--- src/rtl/sfr_arb_pkg.sv ---
// Shared types and helpers for the SFR access arbiter.
// Build option: SFR_ARB_FIXED_PRIO_EN selects fixed-priority arbitration.
package sfr_arb_pkg;

  typedef enum logic [1:0] {
    IDLE   = 2'd0,
    ACCESS = 2'd1,
    RESP   = 2'd2
  } state_e;

  localparam int MAX_REQ = 8;

  function automatic int idx_w(input int n);
    return (n > 1) ? $clog2(n) : 1;
  endfunction

endpackage

--- src/rtl/sfr_rr_select.sv ---
// Winner select for the SFR arbiter: round-robin by default,
// fixed lowest-index priority under SFR_ARB_FIXED_PRIO_EN.
module sfr_rr_select
  import sfr_arb_pkg::*;
#(
  parameter int NUM_REQ = 2,
  localparam int IW = idx_w(NUM_REQ)
) (
  input  logic               clk,
  input  logic               reset,
  input  logic [NUM_REQ-1:0] valid_i,
  input  logic               adv_i,
  output logic [NUM_REQ-1:0] gnt_o,
  output logic [IW-1:0]      idx_o,
  output logic               any_o
);

  logic [IW-1:0] idx_d;
  logic          any_d;

`ifdef SFR_ARB_FIXED_PRIO_EN

  logic unused_adv;
  assign unused_adv = adv_i ^ clk ^ reset;

  always_comb begin
    any_d = 1'b0;
    idx_d = '0;
    for (int k = NUM_REQ - 1; k >= 0; k--) begin
      if (valid_i[k]) begin
        any_d = 1'b1;
        idx_d = IW'(k);
      end
    end
  end

`else

  logic [IW-1:0] ptr_q;
  logic [IW-1:0] ptr_d;
  logic [IW-1:0] cand;
  int            j;

  // Scan upward from the pointer, wrapping at NUM_REQ.
  always_comb begin
    any_d = 1'b0;
    idx_d = '0;
    cand  = '0;
    j     = 0;
    for (int k = 0; k < NUM_REQ; k++) begin
      j = int'(ptr_q) + k;
      if (j >= NUM_REQ) j = j - NUM_REQ;
      cand = IW'(j);
      if (!any_d && valid_i[cand]) begin
        any_d = 1'b1;
        idx_d = cand;
      end
    end
  end

  always_comb begin
    ptr_d = ptr_q;
    if (adv_i) begin
      ptr_d = (idx_d == IW'(NUM_REQ - 1)) ? '0 : idx_d + 1'b1;
    end
  end

  always_ff @(posedge clk or negedge reset) begin
    if (!reset) ptr_q <= '0;
    else        ptr_q <= ptr_d;
  end

`endif

  always_comb begin
    gnt_o        = '0;
    gnt_o[idx_d] = any_d;
  end

  assign idx_o = idx_d;
  assign any_o = any_d;

endmodule

--- src/rtl/sfr_arbiter.sv ---
// Multi-master access controller for the SFR register file port.
// Build option: SFR_ARB_FIXED_PRIO_EN selects fixed-priority arbitration.
module sfr_arbiter
  import sfr_arb_pkg::*;
#(
  parameter int NUM_REQ    = 2,
  parameter int ADDR_WIDTH = 8,
  parameter int DATA_WIDTH = 8
) (
  input  logic                          clk,
  input  logic                          reset,
  input  logic [NUM_REQ-1:0]            req_valid,
  output logic [NUM_REQ-1:0]            req_ready,
  input  logic [NUM_REQ-1:0]            req_we,
  input  logic [NUM_REQ*ADDR_WIDTH-1:0] req_addr,
  input  logic [NUM_REQ*DATA_WIDTH-1:0] req_wdata,
  output logic [NUM_REQ-1:0]            rsp_valid,
  output logic [DATA_WIDTH-1:0]         rsp_rdata,
  output logic [ADDR_WIDTH-1:0]         sfr_address,
  output logic [DATA_WIDTH-1:0]         sfr_write_data,
  output logic                          sfr_we,
  output logic                          sfr_re,
  input  logic [DATA_WIDTH-1:0]         sfr_read_data,
  output logic                          busy
);

  localparam int IW = idx_w(NUM_REQ);

  if (NUM_REQ < 2 || NUM_REQ > MAX_REQ) begin : g_bad_cfg
    $error("sfr_arbiter: NUM_REQ out of range");
  end

  state_e                state_q, state_d;
  logic [ADDR_WIDTH-1:0] addr_q, addr_d;
  logic [DATA_WIDTH-1:0] wdata_q, wdata_d;
  logic                  we_q, we_d;
  logic                  re_q, re_d;
  logic [IW-1:0]         gidx_q, gidx_d;
  logic [NUM_REQ-1:0]    rsp_q, rsp_d;
  logic [DATA_WIDTH-1:0] rdata_q, rdata_d;
  logic                  busy_q, busy_d;

  logic [NUM_REQ-1:0]    sel_gnt;
  logic [IW-1:0]         sel_idx;
  logic                  sel_any;
  logic                  hs;

  sfr_rr_select #(
    .NUM_REQ (NUM_REQ)
  ) u_sel (
    .clk     (clk),
    .reset   (reset),
    .valid_i (req_valid),
    .adv_i   (hs),
    .gnt_o   (sel_gnt),
    .idx_o   (sel_idx),
    .any_o   (sel_any)
  );

  // SFR drive is loaded at accept and cleared once ACCESS closes.
  always_comb begin
    state_d = state_q;
    addr_d  = '0;
    wdata_d = '0;
    we_d    = 1'b0;
    re_d    = 1'b0;
    gidx_d  = gidx_q;
    rsp_d   = '0;
    rdata_d = '0;
    hs      = 1'b0;
    unique case (state_q)
      IDLE: begin
        if (sel_any) begin
          hs      = 1'b1;
          state_d = ACCESS;
          addr_d  = req_addr[int'(sel_idx)*ADDR_WIDTH +: ADDR_WIDTH];
          wdata_d = req_wdata[int'(sel_idx)*DATA_WIDTH +: DATA_WIDTH];
          we_d    = req_we[sel_idx];
          re_d    = ~req_we[sel_idx];
          gidx_d  = sel_idx;
        end
      end
      ACCESS: begin
        state_d       = RESP;
        rsp_d[gidx_q] = 1'b1;
        rdata_d       = we_q ? '0 : sfr_read_data;
      end
      RESP: begin
        state_d = IDLE;
      end
      default: begin
        state_d = IDLE;
      end
    endcase
    busy_d = (state_d != IDLE);
  end

  always_ff @(posedge clk or negedge reset) begin
    if (!reset) begin
      state_q <= IDLE;
      addr_q  <= '0;
      wdata_q <= '0;
      we_q    <= 1'b0;
      re_q    <= 1'b0;
      gidx_q  <= '0;
      rsp_q   <= '0;
      rdata_q <= '0;
      busy_q  <= 1'b0;
    end else begin
      state_q <= state_d;
      addr_q  <= addr_d;
      wdata_q <= wdata_d;
      we_q    <= we_d;
      re_q    <= re_d;
      gidx_q  <= gidx_d;
      rsp_q   <= rsp_d;
      rdata_q <= rdata_d;
      busy_q  <= busy_d;
    end
  end

  assign req_ready = (state_q == IDLE)
                   ? (sel_gnt & {NUM_REQ{reset}})
                   : '0;

  assign sfr_address    = addr_q;
  assign sfr_write_data = wdata_q;
  assign sfr_we         = we_q;
  assign sfr_re         = re_q;
  assign rsp_valid      = rsp_q;
  assign rsp_rdata      = rdata_q;
  assign busy           = busy_q;

endmodule

--- config.mk ---
export PLATFORM = sky130hd
export DESIGN_NAME = sfr_arbiter
export DESIGN_NICKNAME = d
export VERILOG_FILES = /design/src/rtl/sfr_arb_pkg.sv /design/src/rtl/sfr_rr_select.sv /design/src/rtl/sfr_arbiter.sv
export SDC_FILE = /design/constraint.sdc
export NUM_CORES = 1
export LEC_CHECK = 0
export BUFFER_PORTS_ARGS = -buffer_cell sky130_fd_sc_hd__buf_2
export CORE_ASPECT_RATIO = 0.75
export CORE_UTILIZATION = 47
export DETAILED_ROUTE_END_ITERATION = 12
export HOLD_SLACK_MARGIN = 0.03
export PLACE_DENSITY = 0.83
export SETUP_SLACK_MARGIN = 0.15
export SYNTH_ARGS = -nofsm -noshare
export SYNTH_HDL_FRONTEND = slang
export SYNTH_SLANG_ARGS = --single-unit
--- constraint.sdc ---
create_clock -name clk -period 3.8 [get_ports clk]
set_clock_uncertainty 0.15 [all_clocks]
set_input_delay 0.38 -clock clk [delete_from_list [all_inputs] [get_ports clk]]
set_output_delay 0.38 -clock clk [all_outputs]
set_load 0.02 [all_outputs]
Word level (Yosys, flattened, before mapping)
Cells that the tools add are included.
{ "op_classes": {"add_sub_neg": 4, "n_lt_le_gt_ge": 8, "eq_ne": 1, "shift": 2, "mux": 33, "bitwise_logic": 3, "n_reduce_logical": 7} }
{ "ops": {"columns": ["cell", "n"], "rows": [
  ["$mux 8", 6],
  ["$shiftx 16x5->8", 2],
  ["$mux 1", 21],
  ["$lt 1x2->1 const B", 4],
  ["$mux 2", 3],
  ["$and 2x2->2", 2],
  ["$pmux 2 s2", 1],
  ["$logic_and 1x1->1", 3],
  ["$add 1x1->2 const B", 1],
  ["$demux 1 s1", 2],
  ["$eq 2x1->1 const B", 1],
  ["$ge 1x1->1 const B", 2],
  ["$ge 1x2->1 const B", 1],
  ["$ge 2x2->1 const B", 1],
  ["$logic_not 2->1", 1],
  ["$reduce_and 2->1", 1],
  ["$reduce_bool 2->1", 1],
  ["$sub 1x1->1 const B", 2],
  ["$add 1x1->1 const B", 1],
  ["$logic_not 1->1", 1],
  ["$not 1->1", 1]
]} }
{ "totals": {"register_bits": 33, "input_bits": 46} }

Depth between registers and ports, before layout
Gate-level depths: netlist of run 1.
{ "logic_depth": {"depth_word": 15, "ltp_mapped": 6} }

Hierarchy
Synthesis of run 1 repeated with hierarchy kept, for this count alone.
{ "hier_totals": {"cells_unflattened": 100, "area_unflattened_um2": 1296.2} }
{ "modules_own_cells": {"columns": ["mod", "n_inst", "cells_each", "area_each_um2", "seq_area_each_um2"], "rows": [
  ["sfr_arbiter", 1, 92, 1206.2, 800.8],
  ["sfr_rr_select", 1, 8, 90.1, 25.0]
]} }

Worst setup path before layout of run 1
OpenSTA, ideal clock, no wires.
{ "synth_timing": {"path_kind": "register to output", "startpoint": "register u_sel.ptr_q", "endpoint": "output port req_ready[0]", "arrival_ps": 1305, "t_required_ps": 3270, "path_slack_ps": 1965, "stages_incl_launch_ff": 6, "n_path_buf": 2, "cell_sequence": "dfrtp_1 > buf_6 > nor2b_2 > buf_6 > nor2_2 > nor3b_1"} }
{ "synth_between": {"elab_chain_cells": 15} }
{ "synth_rtl": {"columns": ["item", "line", "text"], "rows": [
  ["start: declaration", "sfr_rr_select.sv:39", "logic [IW-1:0] ptr_q;"],
  ["start signal: assignment", "sfr_rr_select.sv:70", "else ptr_q <= ptr_d;"],
  ["$ge 1x2->1 or $sub 1x1->1 (tied branches)", "sfr_rr_select.sv:52", "if (j >= NUM_REQ) j = j - NUM_REQ;"],
  ["$mux 1", "sfr_rr_select.sv:52", null],
  ["$mux 1 (implied by the code) (2 in series)", "sfr_rr_select.sv:54", "if (!any_d && valid_i[cand]) begin"],
  ["$mux 1", "sfr_rr_select.sv:54", null],
  ["$logic_not 1->1", "sfr_rr_select.sv:54", null],
  ["$logic_and 1x1->1", "sfr_rr_select.sv:54", null],
  ["$mux 1", "sfr_rr_select.sv:54", null],
  ["$lt 1x2->1 (implied by the code) or $ge 1x1->1 (tied branches)", "sfr_rr_select.sv:77", "gnt_o[idx_d] = any_d;"],
  ["$logic_and 1x1->1 (implied by the code)", "sfr_rr_select.sv:77", null],
  ["$mux 1 (implied by the code)", "sfr_rr_select.sv:77", null],
  ["$demux 1 s1", null, null],
  ["$and 2x2->2 (no source line) *", null, null],
  ["$and 2x2->2 *", "sfr_arbiter.sv:123", "? (sel_gnt & {NUM_REQ{reset}})"],
  ["$mux 2 *", "sfr_arbiter.sv:123", null],
  ["end: declaration", "sfr_arbiter.sv:13", "output logic [NUM_REQ-1:0] req_ready,"]
]} }
Mark *: on every way between the ends. The rest lies on a longest branch, timed or not. The select of a mux whose other input is x is not followed.

Worst setup path in the final report of run 1
Same ends and word-level chain as after synthesis.

==> report_table.html, run 1 <==
<table>
<tr><th>Metric</th><th>Value</th></tr>
<tr><th colspan="2">Floorplan</th></tr>
<tr><td>Total Die Area</td><td>0.00332 mm^2</td></tr>
<tr><td>Total core area</td><td>0.00294 mm^2</td></tr>
<tr><td>Core Rows</td><td>17</td></tr>
<tr><td>Die height</td><td>50.2 um</td></tr>
<tr><td>Number of ports placed on the die boundary</td><td>77</td></tr>
<tr><td>Starting density of the core</td><td>49.5%</td></tr>
<tr><td>Die Wd</td><td>66.2 um</td></tr>
<tr><th colspan="2">Setup path</th></tr>
<tr><td>Slowest cell on the critical path</td><td>sky130_fd_sc_hd__nor2b_2</td></tr>
<tr><td>Data required time of the critical path</td><td>3.27 ns</td></tr>
<tr><td>Category of the most critical setup path</td><td>reg -&gt; out</td></tr>
<tr><td>Crit path largest cell delay</td><td>0.82 ns</td></tr>
<tr><td>Crit path buf inv count</td><td>1</td></tr>
<tr><td>Top fanout value on the critical path</td><td>19</td></tr>
<tr><td>Crit-path leading delay family</td><td>simple AND/OR/NAND/NOR gates</td></tr>
<tr><td>Crit path launch type</td><td>flop</td></tr>
<tr><td>Arrival time at the worst endpoint</td><td>2.24 ns</td></tr>
<tr><td>CP Capture Type</td><td>output pin</td></tr>
<tr><td>Cell breakdown of the critical path</td><td>nor2b_2, nor2_2, nor3b_1, buf_2</td></tr>
<tr><th colspan="2">Placed design</th></tr>
<tr><td>Final HPWL from detailed placement</td><td>2470 um</td></tr>
<tr><td>Number of input and output port buffers inserted</td><td>76</td></tr>
<tr><td>Routability congestion estimate from global placement</td><td>0.692</td></tr>
<tr><th colspan="2">STA</th></tr>
<tr><td>Fin. max-slew vios</td><td>0</td></tr>
<tr><td>Relative slew margins</td><td>38.3%</td></tr>
<tr><td>Worst Max-Slew Pin Slew</td><td>0.922 ns</td></tr>
<tr><td>Setup repair after global routing missed its margin</td><td>no</td></tr>
<tr><td>Max Fclk</td><td>0.361 GHz</td></tr>
<tr><td>Final setup TNS</td><td>0 ns</td></tr>
<tr><td>Final-report hold violation count</td><td>0</td></tr>
<tr><td>Time the worst path needs with I/O delays and setup</td><td>2.77 ns</td></tr>
<tr><td>Final Cycle Share</td><td>72.9%</td></tr>
<tr><td>Hold slack final</td><td>0.160 ns</td></tr>
<tr><td>Final setup fails</td><td>0</td></tr>
<tr><th colspan="2">Run status</th></tr>
<tr><td>Outcome</td><td>finished with violations</td></tr>
<tr><td>Violated checks</td><td>DRC</td></tr>
<tr><th colspan="2">Synthesis</th></tr>
<tr><td>Post-synthesis average cell area</td><td>12.0 um^2</td></tr>
<tr><td>Number of standard cells after synthesis</td><td>121</td></tr>
<tr><td>Synth Flop Type</td><td>sky130_fd_sc_hd__dfrtp_1</td></tr>
<tr><td>Yosys warning total</td><td>0</td></tr>
<tr><td>Sequential fraction of the synthesis area</td><td>56.8%</td></tr>
<tr><td>Top cells by count, synth</td><td>33 x sky130_fd_sc_hd__dfrtp_1, 17 x sky130_fd_sc_hd__o211ai_1, 11 x sky130_fd_sc_hd__o21ai_2</td></tr>
<tr><td>Post-synthesis net count</td><td>167</td></tr>
<tr><td>Unique masters post-synth</td><td>23</td></tr>
<tr><td>Yosys top cell area share</td><td>56.8%</td></tr>
<tr><td>Fraction of registers with async set or reset after synthesis</td><td>100%</td></tr>
<tr><td>Area of the mapped netlist</td><td>0.00145 mm^2</td></tr>
<tr><td>Number of enable flip-flop cells after synthesis</td><td>0</td></tr>
<tr><td>Synthesis-stage register bit count</td><td>33</td></tr>
<tr><td>Area leader, netlist</td><td>sky130_fd_sc_hd__dfrtp_1</td></tr>
<tr><td>Main area contributors after synthesis</td><td>sky130_fd_sc_hd__dfrtp_1 57%, sky130_fd_sc_hd__o211ai_1 8.8%, sky130_fd_sc_hd__o21ai_2 6.6%</td></tr>
<tr><td>Cell with the most instances after synthesis</td><td>sky130_fd_sc_hd__dfrtp_1</td></tr>
<tr><th colspan="2">Clock tree</th></tr>
<tr><td>Post-CTS Setup Repair Bufs</td><td>0</td></tr>
<tr><td>Number of buffers added by the clock tree synthesis step</td><td>5</td></tr>
<tr><td>TritonCTS clock tree</td><td>built</td></tr>
<tr><td>Number of H-tree levels</td><td>2</td></tr>
<tr><td>Cts hold-fix bufs</td><td>1</td></tr>
<tr><td>CTS clk-pin slew, worst paths</td><td>0.06 ns</td></tr>
<tr><td>Worst-Skew Late Latency</td><td>0.28 ns</td></tr>
<tr><td>PostCTS Resize Cnt</td><td>0</td></tr>
<tr><td>CTS sink cnt</td><td>33</td></tr>
<tr><td>Root Driver</td><td>sky130_fd_sc_hd__clkbuf_8</td></tr>
<tr><td>Buffer levels on the longest clock path</td><td>2</td></tr>
<tr><th colspan="2">Global routing</th></tr>
<tr><td>First-pass GRT wire length</td><td>5470 um</td></tr>
<tr><td>Pin count of the biggest net entering global routing</td><td>36</td></tr>
<tr><td>Overall overflow remaining after global route</td><td>0</td></tr>
<tr><td>Vias in the first global route</td><td>1,300</td></tr>
<tr><td>Initial antenna violation count</td><td>0</td></tr>
<tr><td>Total track usage</td><td>22.8%</td></tr>
<tr><th colspan="2">Routing</th></tr>
<tr><td>Total detailed-routing wirelength</td><td>3490 um</td></tr>
<tr><td>Via count</td><td>1,252</td></tr>
<tr><td>Wirelength per Cell</td><td>14.9 um</td></tr>
<tr><td>Number of remaining DRC errors</td><td>1</td></tr>
<tr><td>Remaining antenna violation count after routing</td><td>0</td></tr>
<tr><td>Router iterations before antenna repair</td><td>8</td></tr>
<tr><td>Number of design-rule violations left by the first detailed-router iteration</td><td>83</td></tr>
<tr><td>Per-cell via count in the routed design</td><td>5.35</td></tr>
<tr><th colspan="2">Power</th></tr>
<tr><td>Static leakage</td><td>0.987 nW</td></tr>
<tr><td>Worst voltage drop across the vdd grid</td><td>0.275 mV</td></tr>
<tr><td>Areal power density over the cells</td><td>665 mW/mm^2</td></tr>
<tr><th colspan="2">Run</th></tr>
<tr><td>Maximum capacitance violations</td><td>0</td></tr>
<tr><th colspan="2">Layout</th></tr>
<tr><td>Signed area change from the synthesized netlist to the final layout</td><td>30.3%</td></tr>
<tr><td>Layout cell share with drive strength beyond 1</td><td>55.6%</td></tr>
<tr><td>Post-layout nets</td><td>242</td></tr>
<tr><td>ANT cells</td><td>0</td></tr>
<tr><td>Number of fillers in the final layout</td><td>245</td></tr>
<tr><td>Area of combinational cells with multiple inputs</td><td>518 um^2</td></tr>
<tr><td>Total area of sequential cells</td><td>826 um^2</td></tr>
<tr><th colspan="2">Worst hold path</th></tr>
<tr><td>Hold Crit Class</td><td>in -&gt; reg</td></tr>
</table>
stage by stage:
| step | area (um^2) | power (mW) | util, % | worst slack [ns] | cells |
|---|---|---|---|---|---|
| floorplan | 1450 | 0.875 | - | 1.97 | 121 |
| global placement | 1800 | 0.986 | 61.3 | 1.47 | 226 |
| detailed placement | 1800 | 1.01 | 61.3 | 1.36 | 226 |
| CTS | 1890 | 1.26 | 64.5 | 1.05 | 234 |
| global route | 1890 | 1.32 | 64.5 | 0.868 | 234 |
| finish | 1890 | 1.26 | 64.5 | 1.03 | 234 |
cell usage in the layout (no fill, tap or decap), drive strengths merged:
cell	instances
a21oi	17
and2	9
and3	1
and3b	1
buf	77
clkbuf	7
dfrtp	33
dlygate4sd3	1
inv	5
mux2	1
mux2i	1
nand2	1
nand2b	1
nor2	4
nor2b	1
nor3b	1
o211ai	17
o21ai	18
worst register-to-register path, delay by kind of cell (launching register included):
| kind | cells | cell delay, ns |
|---|---|---|
| AND/OR/NAND/NOR | 2 | 1.07 |
| AO/OA/AOI/OAI | 1 | 0.26 |
| flip-flops | 1 | 0.60 |
kinds of logic after synthesis:
kind of cell	synth area share [%]
buffers and inverters	7.57
muxes	1.46
AOI/OAI and AO/OA	26.2
and+or+nand+nor	7.92
DFF	56.8
path summary, 6_finish.rpt:
kind / to / cells past startpoint / slack, ns / startpoint
max: req_ready[0] / 4 / 1.03 / u_sel.ptr_q
min: rsp_rdata[3] / 2 / 0.16 / sfr_read_data[3]
max reg2reg: sfr_re / 3 / 1.62 / u_sel.ptr_q
min reg2reg: rsp_valid[0] / 1 / 0.31 / gidx_q
max in group asynchronous: rsp_rdata[0] / 2 / 2.51 / reset
min in group asynchronous: rsp_rdata[2] / 2 / 0.53 / reset
cell type report:
type | instances | share of cell area, %
repair buffers | 78 | 21.0
inverters | 5 | 0.991
clock buffers | 7 | 4.56
well taps | 38 | 2.51
flip-flops and latches | 33 | 43.6
multi-input cells | 73 | 27.3
layer usage:
layer,up-vias,GRT usage (%),share of wire [%]
li1,578,-,-
met1,595,27.2,39
met2,64,36.4,51
met3,15,6.14,6.7
met4,0,14.9,3.4
met5,-,0,0
registers in the layout, summed over array words and instances (netlist names):
signal,flops
busy,1
gidx_q,1
rsp_rdata,8
rsp_valid,2
sfr_address,8
sfr_re,1
sfr_we,1
sfr_write_data,8
state_q,2
u_sel.ptr_q,1
power breakdown:
group          switching (mW)  internal (mW)
Clock                   0.111          0.143
Sequential             0.0614          0.459
Combinational           0.320          0.165
Total                   0.492          0.767
(Power assumes the default switching activity.)
==> run 2, diff against run 1 <==
--- a/config.mk
+++ b/config.mk
@@ -5,12 +5,13 @@
 export SDC_FILE = /design/constraint.sdc
 export NUM_CORES = 1
 export LEC_CHECK = 0
+export ABC_AREA = 1
 export BUFFER_PORTS_ARGS = -buffer_cell sky130_fd_sc_hd__buf_2
 export CORE_ASPECT_RATIO = 0.75
-export CORE_UTILIZATION = 47
+export CORE_UTILIZATION = 43
 export DETAILED_ROUTE_END_ITERATION = 12
 export HOLD_SLACK_MARGIN = 0.03
-export PLACE_DENSITY = 0.83
+export PLACE_DENSITY = 0.78
 export SETUP_SLACK_MARGIN = 0.15
 export SYNTH_ARGS = -nofsm -noshare
 export SYNTH_HDL_FRONTEND = slang
==> constraint.sdc (replaced) <==
create_clock -name clk -period 2.6 [get_ports clk]
set_clock_uncertainty 0.15 [all_clocks]
set_input_delay 0.26 -clock clk [delete_from_list [all_inputs] [get_ports clk]]
set_output_delay 0.26 -clock clk [all_outputs]
set_load 0.02 [all_outputs]
==> report_table.html, run 2 <==
<table>
<tr><th>Metric</th><th>Value</th></tr>
<tr><th colspan="2">Run status</th></tr>
<tr><td>Outcome</td><td>finished clean (was finished with violations)</td></tr>
<tr><th colspan="2">Synthesis</th></tr>
<tr><td>Number of standard cells after synthesis</td><td>170 (was 121)</td></tr>
<tr><td>Fraction of registers with async set or reset after synthesis</td><td>100% (unchanged)</td></tr>
<tr><td>Area leader, netlist</td><td>sky130_fd_sc_hd__dfrtp_1 (unchanged)</td></tr>
<tr><td>Post-synthesis average cell area</td><td>8.23 um^2 (was 12.0 um^2)</td></tr>
<tr><td>Cell with the most instances after synthesis</td><td>sky130_fd_sc_hd__nor2_1 (was sky130_fd_sc_hd__dfrtp_1)</td></tr>
<tr><td>Post-synthesis net count</td><td>216 (was 167)</td></tr>
<tr><td>Yosys warning total</td><td>0 (unchanged)</td></tr>
<tr><td>Top cells by count, synth</td><td>48 x sky130_fd_sc_hd__nor2_1, 33 x sky130_fd_sc_hd__dfrtp_1, 32 x sky130_fd_sc_hd__nand2_1 (was 33 x sky130_fd_sc_hd__dfrtp_1, 17 x sky130_fd_sc_hd__o211ai_1, 11 x sky130_fd_sc_hd__o21ai_2)</td></tr>
<tr><td>Number of enable flip-flop cells after synthesis</td><td>0 (unchanged)</td></tr>
<tr><td>Unique masters post-synth</td><td>14 (was 23)</td></tr>
<tr><td>Yosys top cell area share</td><td>59.0% (was 56.8%)</td></tr>
<tr><td>Synthesis-stage register bit count</td><td>33 (unchanged)</td></tr>
<tr><td>Sequential fraction of the synthesis area</td><td>59.0% (was 56.8%)</td></tr>
<tr><td>Main area contributors after synthesis</td><td>sky130_fd_sc_hd__dfrtp_1 59%, sky130_fd_sc_hd__nor2_1 13%, sky130_fd_sc_hd__nand2_1 8.6% (was sky130_fd_sc_hd__dfrtp_1 57%, sky130_fd_sc_hd__o211ai_1 8.8%, sky130_fd_sc_hd__o21ai_2 6.6%)</td></tr>
<tr><td>Area of the mapped netlist</td><td>0.00140 mm^2 (was 0.00145 mm^2)</td></tr>
<tr><td>Synth Flop Type</td><td>sky130_fd_sc_hd__dfrtp_1 (unchanged)</td></tr>
<tr><th colspan="2">Routing</th></tr>
<tr><td>Remaining antenna violation count after routing</td><td>0 (unchanged)</td></tr>
<tr><td>Total detailed-routing wirelength</td><td>3090 um (was 3490 um)</td></tr>
<tr><td>Wirelength per Cell</td><td>10.7 um (was 14.9 um)</td></tr>
<tr><td>Router iterations before antenna repair</td><td>5 (was 8)</td></tr>
<tr><td>Number of design-rule violations left by the first detailed-router iteration</td><td>73 (was 83)</td></tr>
<tr><td>Via count</td><td>1,289 (was 1,252)</td></tr>
<tr><td>Per-cell via count in the routed design</td><td>4.48 (was 5.35)</td></tr>
<tr><td>Number of remaining DRC errors</td><td>0 (was 1)</td></tr>
<tr><th colspan="2">Setup path</th></tr>
<tr><td>Top fanout value on the critical path</td><td>19 (unchanged)</td></tr>
<tr><td>Data required time of the critical path</td><td>2.19 ns (was 3.27 ns)</td></tr>
<tr><td>Arrival time at the worst endpoint</td><td>1.56 ns (was 2.24 ns)</td></tr>
<tr><td>Register-to-Register Setup Slack</td><td>1.15 ns (was 1.62 ns)</td></tr>
<tr><td>CP Capture Type</td><td>output pin (unchanged)</td></tr>
<tr><td>R2R depth</td><td>6 (was 3)</td></tr>
<tr><td>Startpoint of the worst-slack reg-to-reg timing path</td><td>u_sel.ptr_q (unchanged)</td></tr>
<tr><td>Crit path launch type</td><td>flop (unchanged)</td></tr>
<tr><td>FF-to-FF End</td><td>sfr_write_data[3] (was sfr_re)</td></tr>
<tr><td>Category of the most critical setup path</td><td>reg -&gt; out (unchanged)</td></tr>
<tr><th colspan="2">Floorplan</th></tr>
<tr><td>Starting density of the core</td><td>46.3% (was 49.5%)</td></tr>
<tr><td>Total core area</td><td>0.00302 mm^2 (was 0.00294 mm^2)</td></tr>
<tr><td>Core Rows</td><td>17 (unchanged)</td></tr>
<tr><td>Number of ports placed on the die boundary</td><td>77 (unchanged)</td></tr>
<tr><td>Die Wd</td><td>67.9 um (was 66.2 um)</td></tr>
<tr><td>Total Die Area</td><td>0.00349 mm^2 (was 0.00332 mm^2)</td></tr>
<tr><td>Die height</td><td>51.4 um (was 50.2 um)</td></tr>
<tr><th colspan="2">Global routing</th></tr>
<tr><td>Initial antenna violation count</td><td>0 (unchanged)</td></tr>
<tr><td>First-pass GRT wire length</td><td>4980 um (was 5470 um)</td></tr>
<tr><td>Vias in the first global route</td><td>1,134 (was 1,300)</td></tr>
<tr><td>Pin count of the biggest net entering global routing</td><td>34 (was 36)</td></tr>
<tr><td>Overall overflow remaining after global route</td><td>0 (unchanged)</td></tr>
<tr><td>Total track usage</td><td>20.1% (was 22.8%)</td></tr>
<tr><th colspan="2">Power</th></tr>
<tr><td>Total power of the final layout</td><td>1.93 mW (was 1.26 mW)</td></tr>
<tr><td>Areal power density over the cells</td><td>1010 mW/mm^2 (was 665 mW/mm^2)</td></tr>
<tr><td>Static leakage</td><td>1.18 nW (was 0.987 nW)</td></tr>
<tr><td>Worst voltage drop across the vdd grid</td><td>0.502 mV (was 0.275 mV)</td></tr>
<tr><th colspan="2">Placed design</th></tr>
<tr><td>Routability congestion estimate from global placement</td><td>0.722 (was 0.692)</td></tr>
<tr><td>Final HPWL from detailed placement</td><td>2180 um (was 2470 um)</td></tr>
<tr><td>Number of input and output port buffers inserted</td><td>76 (unchanged)</td></tr>
<tr><th colspan="2">Clock tree</th></tr>
<tr><td>Root Driver</td><td>sky130_fd_sc_hd__clkbuf_8 (unchanged)</td></tr>
<tr><td>CTS clk-pin slew, worst paths</td><td>0.07 ns (was 0.06 ns)</td></tr>
<tr><td>Worst-Skew Late Latency</td><td>0.28 ns (about the same)</td></tr>
<tr><td>Number of H-tree levels</td><td>2 (unchanged)</td></tr>
<tr><td>TritonCTS clock tree</td><td>built (unchanged)</td></tr>
<tr><td>PostCTS Resize Cnt</td><td>0 (unchanged)</td></tr>
<tr><td>Buffer levels on the longest clock path</td><td>2 (unchanged)</td></tr>
<tr><td>CTS sink cnt</td><td>33 (unchanged)</td></tr>
<tr><td>Number of buffers added by the clock tree synthesis step</td><td>5 (unchanged)</td></tr>
<tr><th colspan="2">STA</th></tr>
<tr><td>Setup repair after global routing missed its margin</td><td>no (unchanged)</td></tr>
<tr><td>Relative slew margins</td><td>72.7% (was 38.3%)</td></tr>
<tr><td>Final Cycle Share</td><td>75.7%</td></tr>
<tr><td>Final setup TNS</td><td>0 ns (unchanged)</td></tr>
<tr><td>Time the worst path needs with I/O delays and setup</td><td>1.97 ns</td></tr>
<tr><td>Final setup fails</td><td>0 (unchanged)</td></tr>
<tr><td>Fin. max-slew vios</td><td>0 (unchanged)</td></tr>
<tr><td>Max Fclk</td><td>0.508 GHz</td></tr>
<tr><td>Final-report hold violation count</td><td>0 (unchanged)</td></tr>
<tr><td>Worst Max-Slew Pin Slew</td><td>0.409 ns (was 0.922 ns)</td></tr>
<tr><th colspan="2">Layout</th></tr>
<tr><td>Leading cell types in the layout, fill and taps excluded</td><td>76 x sky130_fd_sc_hd__buf_2, 48 x sky130_fd_sc_hd__nor2_1, 33 x sky130_fd_sc_hd__dfrtp_1 (was 76 x sky130_fd_sc_hd__buf_2, 33 x sky130_fd_sc_hd__dfrtp_1, 17 x sky130_fd_sc_hd__o211ai_1)</td></tr>
<tr><td>Total area of sequential cells</td><td>826 um^2 (unchanged)</td></tr>
<tr><td>ANT cells</td><td>0 (unchanged)</td></tr>
<tr><td>Signed area change from the synthesized netlist to the final layout</td><td>36.1% (was 30.3%)</td></tr>
<tr><td>Number of fillers in the final layout</td><td>302 (was 245)</td></tr>
<tr><td>Post-layout nets</td><td>295 (was 242)</td></tr>
<tr><td>Area of combinational cells with multiple inputs</td><td>434 um^2 (was 518 um^2)</td></tr>
<tr><td>Most common cell after layout, fill and taps aside</td><td>sky130_fd_sc_hd__buf_2 (unchanged)</td></tr>
<tr><td>Layout cell share with drive strength beyond 1</td><td>35.6% (was 55.6%)</td></tr>
<tr><th colspan="2">Worst hold path</th></tr>
<tr><td>Depth of the worst hold-timing path</td><td>3 (was 2)</td></tr>
<tr><td>Hold Crit Endpoint</td><td>sfr_write_data[6] (was rsp_rdata[3])</td></tr>
<tr><td>Hold Crit Class</td><td>in -&gt; reg (unchanged)</td></tr>
<tr><td>Startpoint of the most critical hold path</td><td>req_wdata[6] (was sfr_read_data[3])</td></tr>
<tr><th colspan="2">Run</th></tr>
<tr><td>Maximum capacitance violations</td><td>0 (unchanged)</td></tr>
</table>
==> run 2: cell types whose count changed in the layout (fill, tap and decap cells not counted), moves of 2 or more <==
cell,previous run,this run
sky130_fd_sc_hd__o21ai_1,0,2
sky130_fd_sc_hd__nand2_2,0,2
sky130_fd_sc_hd__inv_1,3,25
sky130_fd_sc_hd__nand3_1,0,18
sky130_fd_sc_hd__o211ai_1,17,0
sky130_fd_sc_hd__nor2_1,3,48
sky130_fd_sc_hd__a21oi_2,10,0
sky130_fd_sc_hd__and2_1,9,0
sky130_fd_sc_hd__nand2_1,1,32
sky130_fd_sc_hd__o21ai_2,11,0
sky130_fd_sc_hd__a21oi_1,7,0
sky130_fd_sc_hd__o21ai_0,7,1
==> run 2: cell families after synthesis <==
group	after synthesis	synth area share, %
compound gates	3	1.07
buf+inv	32	9.93
flops	33	59.0
simple gates	102	30.0
==> run 2: worst max-delay path, stage by stage (launching register included) <==
cell and delay [ns]:
sky130_fd_sc_hd__dfrtp_1 0.38, sky130_fd_sc_hd__inv_1 0.08, sky130_fd_sc_hd__nand2_1 0.10, sky130_fd_sc_hd__nor2_4 0.34
sky130_fd_sc_hd__nand2_1 0.11, sky130_fd_sc_hd__nor2_1 0.10, sky130_fd_sc_hd__buf_2 0.17
==> run 2: worst max-delay path by stage <==
stage            startpoint           end
3_3_place_gp   req_valid[1]  req_ready[0]
2_1_floorplan    state_q[0]  req_ready[0]
6_report         state_q[0]  req_ready[0]
3_5_place_dp   req_valid[1]  req_ready[0]
5_1_grt          state_q[1]  req_ready[0]
4_1_cts          state_q[0]  req_ready[0]
==> run 2: metal layers <==
metal  track usage, %  vias up  share of wire [%]
met5                0        -                  0
li1                 -      660                  -
met4             7.29        0                1.1
met2             27.4       63                 41
met3             10.3        4                9.5
met1             27.1      562                 48
==> run 2: final cells by class <==
| cell class | instances | area share (%) |
|---|---|---|
| sequential | 33 | 43.4 |
| multi-input combinational | 105 | 22.8 |
| timing repair buffer | 78 | 20.9 |
| inverter | 26 | 5.12 |
| clock buffer | 7 | 5.06 |
| tap | 38 | 2.50 |
| clock inverter | 1 | 0.263 |
==> run 2: timing repair <==
| action | 4_1_cts | 5_1_grt |
|---|---|---|
| hold endpoints to repair | 33 | 0 |
| hold buffers | 1 | 0 |
| setup buffers | 0 | 0 |
==> run 2: power by group <==
part | internal, mW | switching (mW) | total (mW)
Clock | 0.239 | 0.177 | 0.416
Combinational | 0.240 | 0.533 | 0.773
Sequential | 0.689 | 0.0498 | 0.739
==> run 2: stage by stage <==
stage	area [um^2]	hold slack, ns	utilization, %	std cells	setup WS [ns]
floorplan	1400	-0.186	-	170	1.13
detailed placement	1790	0.174	59.4	279	0.717
CTS	1900	0.0370	63.0	288	0.613
finish	1900	0.0431	63.0	288	0.632
global route	1900	0.0396	63.0	288	0.491
global placement	1790	0.173	59.4	279	0.771
==> run 3, diff against run 2 <==
==> constraint.sdc (replaced) <==
create_clock -name clk -period 1.9 [get_ports clk]
set_clock_uncertainty 0.15 [all_clocks]
set_input_delay 0.19 -clock clk [delete_from_list [all_inputs] [get_ports clk]]
set_output_delay 0.19 -clock clk [all_outputs]
set_load 0.02 [all_outputs]
==> report_table.html, run 3 (synthesis results as in run 2) <==
<table>
<tr><th>Metric</th><th>Value</th></tr>
<tr><th colspan="2">Setup path</th></tr>
<tr><td>Register-to-Register Setup Slack</td><td>0.65 ns (was 1.15 ns)</td></tr>
<tr><td>Top fanout value on the critical path</td><td>2 (was 19)</td></tr>
<tr><td>Arrival time at the worst endpoint</td><td>1.23 ns (was 1.56 ns)</td></tr>
<tr><td>Cell breakdown of the critical path</td><td>dlygate4sd3_1, buf_2, inv_1, nor3_1, buf_2 (was inv_1, nand2_1, nor2_4, nand2_1, nor2_1, buf_2)</td></tr>
<tr><td>Crit path largest cell delay</td><td>0.53 ns (was 0.38 ns)</td></tr>
<tr><td>Data required time of the critical path</td><td>1.56 ns (was 2.19 ns)</td></tr>
<tr><td>CP Capture Type</td><td>output pin (unchanged)</td></tr>
<tr><td>Critical Path Most Common Cell</td><td>sky130_fd_sc_hd__buf_2 (was sky130_fd_sc_hd__nand2_1)</td></tr>
<tr><td>Crit path launch type</td><td>input port (was flop)</td></tr>
<tr><td>Slowest cell on the critical path</td><td>sky130_fd_sc_hd__dlygate4sd3_1 (was sky130_fd_sc_hd__dfrtp_1)</td></tr>
<tr><td>Category of the most critical setup path</td><td>in -&gt; out (was reg -&gt; out)</td></tr>
<tr><th colspan="2">STA</th></tr>
<tr><td>Final setup fails</td><td>0 (unchanged)</td></tr>
<tr><td>Setup repair after global routing missed its margin</td><td>no (unchanged)</td></tr>
<tr><td>Fin. max-slew vios</td><td>0 (unchanged)</td></tr>
<tr><td>Worst Max-Slew Pin Slew</td><td>0.400 ns (was 0.409 ns)</td></tr>
<tr><td>Relative slew margins</td><td>73.4% (was 72.7%)</td></tr>
<tr><td>Final Cycle Share</td><td>82.6%</td></tr>
<tr><td>Max Fclk</td><td>0.637 GHz</td></tr>
<tr><td>Time the worst path needs with I/O delays and setup</td><td>1.57 ns</td></tr>
<tr><td>Final-report hold violation count</td><td>0 (unchanged)</td></tr>
<tr><td>Final setup TNS</td><td>0 ns (unchanged)</td></tr>
<tr><th colspan="2">Global routing</th></tr>
<tr><td>First-pass GRT wire length</td><td>5510 um (was 4980 um)</td></tr>
<tr><td>Initial antenna violation count</td><td>0 (unchanged)</td></tr>
<tr><td>Overall overflow remaining after global route</td><td>0 (unchanged)</td></tr>
<tr><td>Total track usage</td><td>21.9% (was 20.1%)</td></tr>
<tr><td>Pin count of the biggest net entering global routing</td><td>34 (unchanged)</td></tr>
<tr><td>Vias in the first global route</td><td>1,328 (was 1,134)</td></tr>
<tr><th colspan="2">Routing</th></tr>
<tr><td>Number of design-rule violations left by the first detailed-router iteration</td><td>62 (was 73)</td></tr>
<tr><td>Wirelength per Cell</td><td>10.8 um (was 10.7 um)</td></tr>
<tr><td>Router iterations before antenna repair</td><td>4 (was 5)</td></tr>
<tr><td>Per-cell via count in the routed design</td><td>4.38 (was 4.48)</td></tr>
<tr><td>Remaining antenna violation count after routing</td><td>0 (unchanged)</td></tr>
<tr><td>Via count</td><td>1,380 (was 1,289)</td></tr>
<tr><td>Number of remaining DRC errors</td><td>0 (unchanged)</td></tr>
<tr><td>Total detailed-routing wirelength</td><td>3410 um (was 3090 um)</td></tr>
<tr><th colspan="2">Layout</th></tr>
<tr><td>Share of the core filled with cells</td><td>71.2% (was 63.0%)</td></tr>
<tr><td>Leading cell types in the layout, fill and taps excluded</td><td>76 x sky130_fd_sc_hd__buf_2, 48 x sky130_fd_sc_hd__nor2_1, 33 x sky130_fd_sc_hd__dfrtp_1 (unchanged)</td></tr>
<tr><td>Most common cell after layout, fill and taps aside</td><td>sky130_fd_sc_hd__buf_2 (unchanged)</td></tr>
<tr><td>Signed area change from the synthesized netlist to the final layout</td><td>53.8% (was 36.1%)</td></tr>
<tr><td>ANT cells</td><td>0 (unchanged)</td></tr>
<tr><td>Post-layout nets</td><td>322 (was 295)</td></tr>
<tr><td>Layout cell share with drive strength beyond 1</td><td>32.5% (was 35.6%)</td></tr>
<tr><th colspan="2">Worst hold path</th></tr>
<tr><td>Hold Crit Class</td><td>in -&gt; reg (unchanged)</td></tr>
<tr><th colspan="2">Placed design</th></tr>
<tr><td>Routability congestion estimate from global placement</td><td>0.785 (was 0.722)</td></tr>
<tr><td>Number of input and output port buffers inserted</td><td>76 (unchanged)</td></tr>
<tr><td>Final HPWL from detailed placement</td><td>2090 um (was 2180 um)</td></tr>
<tr><th colspan="2">Clock tree</th></tr>
<tr><td>Number of H-tree levels</td><td>2 (unchanged)</td></tr>
<tr><td>Buffer levels on the longest clock path</td><td>2 (unchanged)</td></tr>
<tr><td>CTS sink cnt</td><td>33 (unchanged)</td></tr>
<tr><td>Root Driver</td><td>sky130_fd_sc_hd__clkbuf_8 (unchanged)</td></tr>
<tr><td>CTS clk-pin slew, worst paths</td><td>0.06 ns (was 0.07 ns)</td></tr>
<tr><td>Worst-Skew Late Latency</td><td>0.27 ns (was 0.28 ns)</td></tr>
<tr><td>Number of buffers added by the clock tree synthesis step</td><td>5 (unchanged)</td></tr>
<tr><td>TritonCTS clock tree</td><td>built (unchanged)</td></tr>
<tr><th colspan="2">Run status</th></tr>
<tr><td>Outcome</td><td>finished clean (unchanged)</td></tr>
<tr><th colspan="2">Floorplan</th></tr>
<tr><td>Number of ports placed on the die boundary</td><td>77 (unchanged)</td></tr>
<tr><td>Core Rows</td><td>17 (unchanged)</td></tr>
<tr><td>Die height</td><td>51.4 um (unchanged)</td></tr>
<tr><td>Total Die Area</td><td>0.00349 mm^2 (unchanged)</td></tr>
<tr><td>Total core area</td><td>0.00302 mm^2 (unchanged)</td></tr>
<tr><td>Die Wd</td><td>67.9 um (unchanged)</td></tr>
<tr><td>Starting density of the core</td><td>46.3% (unchanged)</td></tr>
<tr><th colspan="2">Power</th></tr>
<tr><td>Areal power density over the cells</td><td>1220 mW/mm^2 (was 1010 mW/mm^2)</td></tr>
<tr><td>Worst voltage drop across the vdd grid</td><td>0.590 mV (was 0.502 mV)</td></tr>
<tr><td>Static leakage</td><td>1.28 nW (was 1.18 nW)</td></tr>
<tr><th colspan="2">Run</th></tr>
<tr><td>Maximum capacitance violations</td><td>0 (unchanged)</td></tr>
</table>
-- run 3: timing repair --
action	in CTS	in global routing
hold endpoints to repair	58	0
hold buffers	26	0
setup endpoints to repair	0	0
gates resized for setup	0	0
setup buffers	0	0
-- run 3: power breakdown --
group          total (mW)  switching [mW]  internal (mW)
Sequential           1.01          0.0708          0.943
Clock               0.489           0.236          0.253
Combinational        1.12           0.738          0.382
-- run 3: final timing paths --
path	startpoint	end	cells past startpoint
hold reg to reg	state_q[1]	state_q[1]	1
max in group asynchronous	reset	sfr_address[1]	3
min in group asynchronous	reset	sfr_write_data[1]	3
setup / recovery	reset	req_ready[1]	5
hold / removal	req_we[1]	sfr_re	4
setup reg to reg	state_q[0]	sfr_address[2]	6
-- run 3: layout make-up --
cell class                 count  area, um^2
multi-input combinational    105         434
clock inverter                 2        10.0
sequential                    33         826
clock buffer                   6        72.6
inverter                      26        97.6
tap                           38        47.5
fill                         254         870
timing repair buffer         105         663
-- run 3: metrics by stage --
step | area [um^2] | hold slack (ns) | total power [mW] | std cells | worst slack, ns
6_report | 2150 | 0.0567 | 2.62 | 315 | 0.331
5_1_grt | 2150 | 0.0671 | 2.83 | 315 | 0.241
4_1_cts | 2150 | 0.0495 | 2.65 | 315 | 0.319
3_5_place_dp | 1810 | 0.106 | 2.11 | 281 | 0.484
3_3_place_gp | 1810 | 0.111 | 2.09 | 281 | 0.479
2_1_floorplan | 1400 | -0.256 | 1.76 | 170 | 0.497
-- run 3: worst max-delay path: cells and delay by family --
family	cells	cell delay (ns)
buffers and inverters	4	0.88
and+or+nand+nor	1	0.17
-- run 3: per-layer routing --
| metal | up-vias | GRT usage, % | part of all wire (%) |
|---|---|---|---|
| met3 | 4 | 7.37 | 8.1 |
| met5 | - | 0 | 0 |
| met1 | 604 | 24.8 | 43 |
| met2 | 60 | 38.3 | 48 |
| li1 | 712 | - | - |
| met4 | 0 | 7.29 | 0.76 |
